===== config.mk =====
export PLATFORM = sky130hd
export DESIGN_NAME = pwm_capture
export DESIGN_NICKNAME = d
export VERILOG_FILES = /design/src/rtl/pwm_pkg.sv /design/src/rtl/sync_edge.sv /design/src/rtl/pwm_capture.sv
export SDC_FILE = /design/constraint.sdc
export NUM_CORES = 1
export LEC_CHECK = 0
export BUFFER_PORTS_ARGS = -buffer_cell sky130_fd_sc_hd__buf_2
export CAP_MARGIN = 5
export CORE_AREA = 2 2 70 72
export DETAILED_ROUTE_END_ITERATION = 16
export DIE_AREA = 0 0 72 74
export HOLD_SLACK_MARGIN = 0.1
export PLACE_DENSITY = 0.71
export SLEW_MARGIN = 15
export SYNTH_ARGS = -nofsm -noshare
export SYNTH_HDL_FRONTEND = slang
export SYNTH_SLANG_ARGS = --single-unit

===== constraint.sdc =====
create_clock -name clkin -period 3.6 [get_ports clkin]
set_input_delay 0 -clock clkin [delete_from_list [all_inputs] [get_ports clkin]]
set_output_delay 0 -clock clkin [all_outputs]
set_load 0.01 [all_outputs]

===== src/rtl/pwm_pkg.sv =====
// pwm_pkg: definitions shared by the PWM generator and the PWM capture block.
//   pwm_state_e      capture FSM states
//   PWM_CNT_W        default width of the high/low cycle counters
//   PWM_TIMEOUT      default number of edge-free cycles before a line is flagged stuck
//   PWM_SYNC_STAGES  default synchronizer depth for asynchronous PWM inputs
package pwm_pkg;

    typedef enum logic [1:0] {
        IDLE = 2'd0,
        SEEK = 2'd1,
        HIGH = 2'd2,
        LOW  = 2'd3
    } pwm_state_e;

    localparam int unsigned PWM_CNT_W       = 8;
    localparam int unsigned PWM_TIMEOUT     = 255;
    localparam int unsigned PWM_SYNC_STAGES = 2;

endpackage


===== src/rtl/sync_edge.sv =====
// sync_edge: multi-flop synchronizer for an asynchronous input, followed by a
// one-cycle delay register used for edge detection.
//   clk_i   in   clock
//   rst_i   in   asynchronous active-high reset, clears all flops to 0
//   d_i     in   asynchronous input
//   s_o     out  synchronized level (STAGES cycles of latency)
//   rise_o  out  s_o is 1 and was 0 the previous cycle
//   fall_o  out  s_o is 0 and was 1 the previous cycle
module sync_edge
    import pwm_pkg::*;
#(
    parameter int unsigned STAGES = PWM_SYNC_STAGES
) (
    input  logic clk_i,
    input  logic rst_i,
    input  logic d_i,
    output logic s_o,
    output logic rise_o,
    output logic fall_o
);

    logic [STAGES-1:0] sync_q;
    logic              p_q;

    always_ff @(posedge clk_i or posedge rst_i) begin
        if (rst_i) begin
            sync_q <= '0;
            p_q    <= 1'b0;
        end else begin
            sync_q <= {sync_q[STAGES-2:0], d_i};
            p_q    <= sync_q[STAGES-1];
        end
    end

    assign s_o    = sync_q[STAGES-1];
    assign rise_o = s_o & ~p_q;
    assign fall_o = ~s_o & p_q;

endmodule


===== src/rtl/pwm_capture.sv =====
// pwm_capture: measures an incoming PWM waveform, reporting the high time and the
// period of each complete cycle, and flags a line that has stopped toggling.
//   clkin      in   single clock, rising edge
//   reset      in   asynchronous active-high reset
//   cs         in   capture enable; 0 = idle, counters cleared, results held
//   pwmin      in   PWM input, asynchronous to clkin
//   hightime   out  high cycles of the last complete period
//   period     out  high+low cycles of the last complete period
//   valid      out  one-cycle strobe when hightime/period update
//   stuck      out  sticky; no edge seen for TIMEOUT cycles, cleared by the next publish
//   stuck_lvl  out  synchronized line level when stuck was raised
//
// state | meaning
// ------+-----------------------------------------------------------------
// IDLE  | capture disabled, counters cleared
// SEEK  | waiting for a rising edge; any partial period is discarded
// HIGH  | counting high cycles of a period whose start was observed
// LOW   | counting low cycles; the next rise closes and publishes the period
module pwm_capture
    import pwm_pkg::*;
#(
    parameter int unsigned CNT_W       = PWM_CNT_W,
    parameter int unsigned TIMEOUT     = PWM_TIMEOUT,
    parameter int unsigned SYNC_STAGES = PWM_SYNC_STAGES
) (
    input  logic             clkin,
    input  logic             reset,
    input  logic             cs,
    input  logic             pwmin,
    output logic [CNT_W-1:0] hightime,
    output logic [CNT_W:0]   period,
    output logic             valid,
    output logic             stuck,
    output logic             stuck_lvl
);

    localparam logic [CNT_W-1:0] TMO = CNT_W'(TIMEOUT);
    localparam logic [CNT_W-1:0] ONE = CNT_W'(1);

    logic s, rise, fall;

    pwm_state_e       state_q;
    logic [CNT_W-1:0] hcnt_q, lcnt_q;
    logic [CNT_W-1:0] hightime_q;
    logic [CNT_W:0]   period_q;
    logic             valid_q, stuck_q, stuck_lvl_q;

    sync_edge #(
        .STAGES (SYNC_STAGES)
    ) u_sync (
        .clk_i  (clkin),
        .rst_i  (reset),
        .d_i    (pwmin),
        .s_o    (s),
        .rise_o (rise),
        .fall_o (fall)
    );

    // Edges are checked before the timeout compare so an edge arriving on the
    // same cycle the counter hits TIMEOUT is measured rather than flagged.
    always_ff @(posedge clkin or posedge reset) begin
        if (reset) begin
            state_q     <= IDLE;
            hcnt_q      <= '0;
            lcnt_q      <= '0;
            hightime_q  <= '0;
            period_q    <= '0;
            valid_q     <= 1'b0;
            stuck_q     <= 1'b0;
            stuck_lvl_q <= 1'b0;
        end else begin
            valid_q <= 1'b0;
            if (!cs) begin
                state_q <= IDLE;
                hcnt_q  <= '0;
                lcnt_q  <= '0;
            end else begin
                case (state_q)
                    IDLE: begin
                        state_q <= SEEK;
                        hcnt_q  <= '0;
                        lcnt_q  <= '0;
                    end
                    SEEK: begin
                        if (rise) begin
                            state_q <= HIGH;
                            hcnt_q  <= ONE;
                            lcnt_q  <= '0;
                        end else if (lcnt_q == TMO) begin
                            stuck_q     <= 1'b1;
                            stuck_lvl_q <= s;
                            hcnt_q      <= '0;
                            lcnt_q      <= '0;
                        end else begin
                            lcnt_q <= lcnt_q + ONE;
                        end
                    end
                    HIGH: begin
                        if (fall) begin
                            state_q <= LOW;
                            lcnt_q  <= ONE;
                        end else if (hcnt_q == TMO) begin
                            state_q     <= SEEK;
                            stuck_q     <= 1'b1;
                            stuck_lvl_q <= s;
                            hcnt_q      <= '0;
                            lcnt_q      <= '0;
                        end else begin
                            hcnt_q <= hcnt_q + ONE;
                        end
                    end
                    LOW: begin
                        if (rise) begin
                            hightime_q <= hcnt_q;
                            period_q   <= {1'b0, hcnt_q} + {1'b0, lcnt_q};
                            valid_q    <= 1'b1;
                            stuck_q    <= 1'b0;
                            state_q    <= HIGH;
                            hcnt_q     <= ONE;
                            lcnt_q     <= '0;
                        end else if (lcnt_q == TMO) begin
                            state_q     <= SEEK;
                            stuck_q     <= 1'b1;
                            stuck_lvl_q <= s;
                            hcnt_q      <= '0;
                            lcnt_q      <= '0;
                        end else begin
                            lcnt_q <= lcnt_q + ONE;
                        end
                    end
                    default: begin
                        state_q <= IDLE;
                        hcnt_q  <= '0;
                        lcnt_q  <= '0;
                    end
                endcase
            end
        end
    end

    assign hightime  = hightime_q;
    assign period    = period_q;
    assign valid     = valid_q;
    assign stuck     = stuck_q;
    assign stuck_lvl = stuck_lvl_q;

endmodule

; ---- After elaboration in Yosys (flattened, before gate mapping)
; Cells that the tools add are included.
[classes]
muxes = 33
bitwise_logic = 4
addsub = 3
n_eq_ne = 15
reduce_logical = 9
[ops]
columns = operator, count
row1 = $mux W8, 10
row2 = $pmux W8 S3, 2
row3 = $add A8 B1 Y8 const B, 2
row4 = $eq A8 B8 Y1 const B, 2
row5 = $mux W1, 12
row6 = $mux W2, 6
row7 = $add A8 B8 Y9, 1
row8 = $ne A2 B2 Y1 const B, 4
row9 = $ne A4 B4 Y1 const B, 2
row10 = $pmux W2 S4, 1
row11 = $ne A3 B3 Y1 const B, 2
row12 = $reduce_and A3 Y1, 2
row13 = $reduce_and A6 Y1, 1
row14 = $reduce_and A5 Y1, 1
row15 = $eq A2 B2 Y1 const B, 2
row16 = $ne A4 B2 Y1 const B, 1
row17 = $pmux W1 S3, 1
row18 = $reduce_bool A3 Y1, 1
row19 = $and A1 B1 Y1, 2
row20 = $eq A2 B1 Y1 const B, 1
row21 = $logic_not A2 Y1, 1
row22 = $ne A2 B1 Y1 const B, 1
row23 = $not A1 Y1, 2
row24 = $pmux W1 S2, 1
row25 = other kinds (3), 3
[word_totals]
input_bits = 4
elab_cells = 74
ff_bits = 41
output_inout_bits = 20

; ---- Logic depth before layout (Yosys ltp)
[depth]
word_depth = 5
mapped_depth = 8
ltp_nobuf = 8

; ---- By module
; Synthesis repeated with hierarchy kept, for this count alone.
[unflattened]
hier_cells = 246
area_unflattened_um2 = 2190.9
[modules_own_cells]
columns = module, area_per_inst_um2, cells_each, n_inst
row1 = pwm_capture, 2097.0, 240, 1
row2 = sync_edge, 93.8, 6, 1

; ---- Worst setup path after synthesis
; No wires, ideal clock.
[synth_path]
kind = register -> register
start = reg hcnt_q[0]
end = reg period_q[8] (netlist: period[8])
arrival_ps = 1765
n_path_buf = 0
slack_ps = 1702
required_ps = 3467
synth_period_minus_slack_ps = 1898
path_stages_with_launch = 9
path_cell_list = dfrtp_1 ha_1 inv_1 fa_1 nor2b_4 o31ai_2 a21oi_2 a2111oi_2 nor3_1
[synth_between]
elab_chain_len = 1
[synth_rtl]
columns = item, line
row1 = "start, declared", pwm_capture.sv:43  ; logic [CNT_W-1:0] hcnt_q, lcnt_q;
row2 = "start signal, assigned", pwm_capture.sv:109  ; hcnt_q <= hcnt_q + ONE;
row3 = $add A8 B8 Y9, pwm_capture.sv:115  ; period_q <= {1'b0, hcnt_q} + {1'b0, lcnt_q};
row4 = "end signal, assigned", pwm_capture.sv:115
row5 = "end, declared", pwm_capture.sv:45  ; logic [CNT_W:0] period_q;
; No other way between the ends.
; A chain may end at the register's enable or synchronous reset.

; ---- Worst setup path in the final report
; Ends and elaborated chain as after synthesis.

==> load_flow_metrics.sql <==
INSERT INTO impl_metrics (metric_group, metric, value, unit) VALUES
('run_status', 'status', 'finished, final reports clean', ''),
('floorplan', 'die-area', '0.00533', 'mm^2'),
('grt', 'grt_antenna_before_repair', '0', ''),
('grt', 'first_global_vias', '1691', ''),
('sta', 'finalClockSkew', '0.00649', 'ns'),
('logic_synthesis', 'synth_area', '0.00223', 'mm^2'),
('min_path', 'worstHoldPathType', 'in2reg', ''),
('finish', 'final_net_count', '283', ''),
('sta', 'hold_viol', '0', ''),
('clock_network', 'path_clk_slew', '0.08', 'ns'),
('detailed_routing', 'drt-vias-per-instance', '5.54', ''),
('logic_synthesis', 'synth-seq-cells', '41', ''),
('detailed_routing', 'route.top_layer_used', 'met4', ''),
('sta', 'final_critical_path_setup_slack', '1.55', 'ns'),
('setup_path', 'critical_path.endpoint_type', 'flip-flop', ''),
('job', 'drv_cap', '0', ''),
('pwr', 'powerDensity', '398', 'mW/mm^2'),
('floorplan', 'die_width', '72', 'um'),
('detailed_routing', 'routed-wl-met3', '148', 'um'),
('detailed_routing', 'wl_met1', '2.32', 'mm'),
('sta', 'final_setup_viols', '0', ''),
('sta', 'finalMaxSlewViolations', '0', ''),
('grt', 'grt_pass1_wl', '8.09', 'mm'),
('detailed_routing', 'detail_route.first_pass.iterations', '4', ''),
('detailed_routing', 'postRouteWirelength', '4.66', 'mm'),
('sta', 'worst_slew_pin_slew', '0.510', 'ns'),
('floorplan', 'pin_count', '24', ''),
('sta', 'grt_setup_unrepaired', 'no', ''),
('logic_synthesis', 'post_synth_cell_types', '48', ''),
('logic_synthesis', 'avgSynthCellArea', '9.28', 'um^2'),
('floorplan', 'floorplan.initialDensity', '48.5', '%'),
('clock_network', 'clock-sinks', '41', ''),
('detailed_routing', 'routed-wl-met2', '2.11', 'mm'),
('sta', 'timing.setup.tns', '0', 'ns'),
('logic_synthesis', 'synth_enable_flop_cells', '0', ''),
('logic_synthesis', 'yosys_warnings', '0', ''),
('logic_synthesis', 'ys_seq_area_share', '46.0', '%'),
('sta', 'slew_headroom', '66.0', '%'),
('clock_network', 'tritoncts', 'yes', ''),
('placement', 'gp_routability_congestion', '0.835', ''),
('logic_synthesis', 'gate_count_of_the_mapped_netlist', '240', ''),
('placement', 'portBuffers', '23', ''),
('logic_synthesis', 'synth-main-ff-cell', 'sky130_fd_sc_hd__dfrtp_1', ''),
('sta', 'finalCritPeriodShare', '56.9', '%'),
('sta', 'peak_clock_frequency_supported_by_timing', '488', 'MHz'),
('floorplan', 'floorplan.core_area', '0.00460', 'mm^2'),
('clock_network', 'cts_resized', '0', ''),
('logic_synthesis', 'async_reset_ff_share', '100', '%'),
('sta', 'finalCriticalPeriod', '2.05', 'ns'),
('finish', 'drive_above_1_share', '18.2', '%'),
('detailed_routing', 'number_of_nets_with_antenna_violations_after_routing', '0', ''),
('setup_path', 'worst_ep_required_time', '3.78', 'ns'),
('detailed_routing', 'routed-via-count', '1791', ''),
('finish', 'filler_cell_count', '420', ''),
('clock_network', 'htree_num_levels', '2', ''),
('floorplan', 'dieHeight', '74', 'um'),
('setup_path', 'crit_arrival', '2.23', 'ns'),
('placement', 'detailedPlace.worstSlack', '1.55', 'ns'),
('clock_network', 'clk_path_buf_depth', '2', ''),
('pwr', 'vdd.ir_drop.worst', '0.213', 'mV'),
('clock_network', 'clkLatencyLatePin', '0.30', 'ns'),
('floorplan', 'rows', '25', ''),
('pwr', 'cellLeakagePower', '1.23', 'nW'),
('placement', 'detailedPlacementHpwl', '3.30', 'mm'),
('setup_path', 'crit_type', 'reg2reg', ''),
('grt', 'maximum_number_of_pins_on_one_net_before_global_route_repair', '42', ''),
('finish', 'flow.area_growth_from_synthesis', '13.8', '%'),
('grt', 'gr-usage-all-layers', '19.8', '%'),
('finish', 'antenna_cells', '0', ''),
('grt', 'overall_overflow_remaining_after_global_route', '0', ''),
('clock_network', 'cts_buffers', '5', ''),
('clock_network', 'clock_root_buffer_master', 'sky130_fd_sc_hd__clkbuf_8', ''),
('detailed_routing', 'drt_drc_violations_left', '0', ''),
('setup_path', 'critPathLaunchType', 'flip-flop', ''),
('setup_path', 'worst-path-max-fanout', '8', ''),
('detailed_routing', 'drtIter0Drc', '160', ''),
('logic_synthesis', 'synthesis.nets', '255', ''),
('detailed_routing', 'routedWlPerCell', '14.4', 'um');
## layout by cell type (no fill, tap or decap), drive strengths merged, types with 7 or more instances in the layout
| master | netlist | routed |
|---|---|---|
| and3 | 7 | 7 |
| ha | 10 | 10 |
| o21ai | 39 | 39 |
| nor2 | 16 | 16 |
| buf | 4 | 25 |
| nand2 | 48 | 48 |
| nand3 | 7 | 7 |
| dfrtp | 41 | 41 |
| inv | 7 | 7 |
## synth_stat cells (2+ instances only)
library cell / n / area [um^2]
sky130_fd_sc_hd__ha_1: 10 / 125
sky130_fd_sc_hd__o31ai_1: 3 / 22.5
sky130_fd_sc_hd__nand2_1: 48 / 180
sky130_fd_sc_hd__o21ai_1: 22 / 110
sky130_fd_sc_hd__o21ai_0: 16 / 80.1
sky130_fd_sc_hd__a211oi_1: 3 / 22.5
sky130_fd_sc_hd__nand4_1: 4 / 25.0
sky130_fd_sc_hd__inv_1: 6 / 22.5
sky130_fd_sc_hd__nor3_1: 3 / 15.0
sky130_fd_sc_hd__xor2_1: 3 / 26.3
sky130_fd_sc_hd__nand4_2: 2 / 25.0
sky130_fd_sc_hd__nand2b_1: 4 / 25.0
sky130_fd_sc_hd__nand3_2: 2 / 20.0
sky130_fd_sc_hd__a31oi_1: 6 / 37.5
sky130_fd_sc_hd__and3_1: 6 / 37.5
sky130_fd_sc_hd__nor2_1: 16 / 60.1
sky130_fd_sc_hd__and2_1: 2 / 12.5
sky130_fd_sc_hd__a21oi_1: 5 / 25.0
sky130_fd_sc_hd__dfrtp_1: 41 / 1030
sky130_fd_sc_hd__clkbuf_1: 3 / 11.3
sky130_fd_sc_hd__buf_2: 2 / 10.0
sky130_fd_sc_hd__nand3_1: 5 / 25.0
sky130_fd_sc_hd__o21a_1: 3 / 22.5
## routing by layer
layer	global-route usage (%)	up-vias
met4	10.3	0
met5	0	-
met1	26.2	841
met2	32.0	37
li1	-	906
met3	2.98	7
## power by group
| group | leakage, nW | switching [mW] | internal, mW |
|---|---|---|---|
| combinational | 0.621 | 0.0646 | 0.0448 |
| clock | 0.0574 | 0.167 | 0.225 |
| sequential | 0.555 | 0.0220 | 0.485 |
## state kept, by name, indices dropped and copies added, names as in the netlist, 2 cells and up
name	flops
u_sync.sync_q	2
state_q	2
hightime	8
hcnt_q	8
lcnt_q	8
period	9
## cell families (layout without fill, tap and decap cells)
| family | after synthesis | in the layout | share of synthesized area, % |
|---|---|---|---|
| flops | 41 | 41 | 46.0 |
| fa+ha+maj | 11 | 11 | 6.51 |
| mux | 1 | 1 | 0.449 |
| xor+xnor | 4 | 4 | 1.57 |
| buf+inv | 14 | 43 | 2.98 |
| simple gates | 98 | 98 | 21.8 |
| compound gates | 71 | 71 | 20.7 |
## worst max-delay path, stage by stage, from the launching register on
cell	delay (ns)
sky130_fd_sc_hd__dfrtp_1	0.47
sky130_fd_sc_hd__ha_1	0.27
sky130_fd_sc_hd__inv_1	0.08
sky130_fd_sc_hd__fa_1	0.25
sky130_fd_sc_hd__nor2b_4	0.06
sky130_fd_sc_hd__o31ai_2	0.24
sky130_fd_sc_hd__a21oi_2	0.11
sky130_fd_sc_hd__a2111oi_2	0.36
sky130_fd_sc_hd__nor3_1	0.09
## final timing paths
check	start	endpoint	slack, ns	cells past startpoint
setup / recovery	hcnt_q[0]	period[8]	1.55	8
min in group asynchronous	reset	hightime[4]	0.37	4
hold / removal	pwmin	u_sync.sync_q[0]	0.35	2
setup reg to reg	hcnt_q[0]	period[8]	1.55	8
max in group asynchronous	reset	period[7]	2.88	4
hold reg to reg	u_sync.sync_q[0]	u_sync.sync_q[1]	0.36	0
## through the flow
step / instances / instance area (um^2) / util (%) / hold WS (ns) / power, mW
detailed placement: 312 / 2390 / 51.9 / 0.112 / 0.623
global placement: 312 / 2390 / 51.9 / 0.110 / 0.622
global route: 323 / 2540 / 55.2 / 0.349 / 1.04
finish: 323 / 2540 / 55.2 / 0.351 / 1.01
CTS: 323 / 2540 / 55.2 / 0.334 / 1.01
floorplan: 240 / 2230 / - / 0.0314 / 0.588
## what timing repair did
| action | CTS | global route |
|---|---|---|
| hold endpoints to repair | 46 | 0 |
| hold buffers | 3 | 0 |
| buffers inserted | 0 | 0 |
## final cells by class
type                            count  area [um^2]  area share (%)
Multi-Input combinational cell    185         1140            44.8
Sequential cell                    41         1030            40.5
Timing Repair Buffer               28          160            6.31
Clock buffer                        6         82.6            3.26
Tap cell                           54         67.6            2.66
Clock inverter                      2         37.5            1.48
Inverter                            7         26.3            1.04
Power figures use the tool's default switching activity.
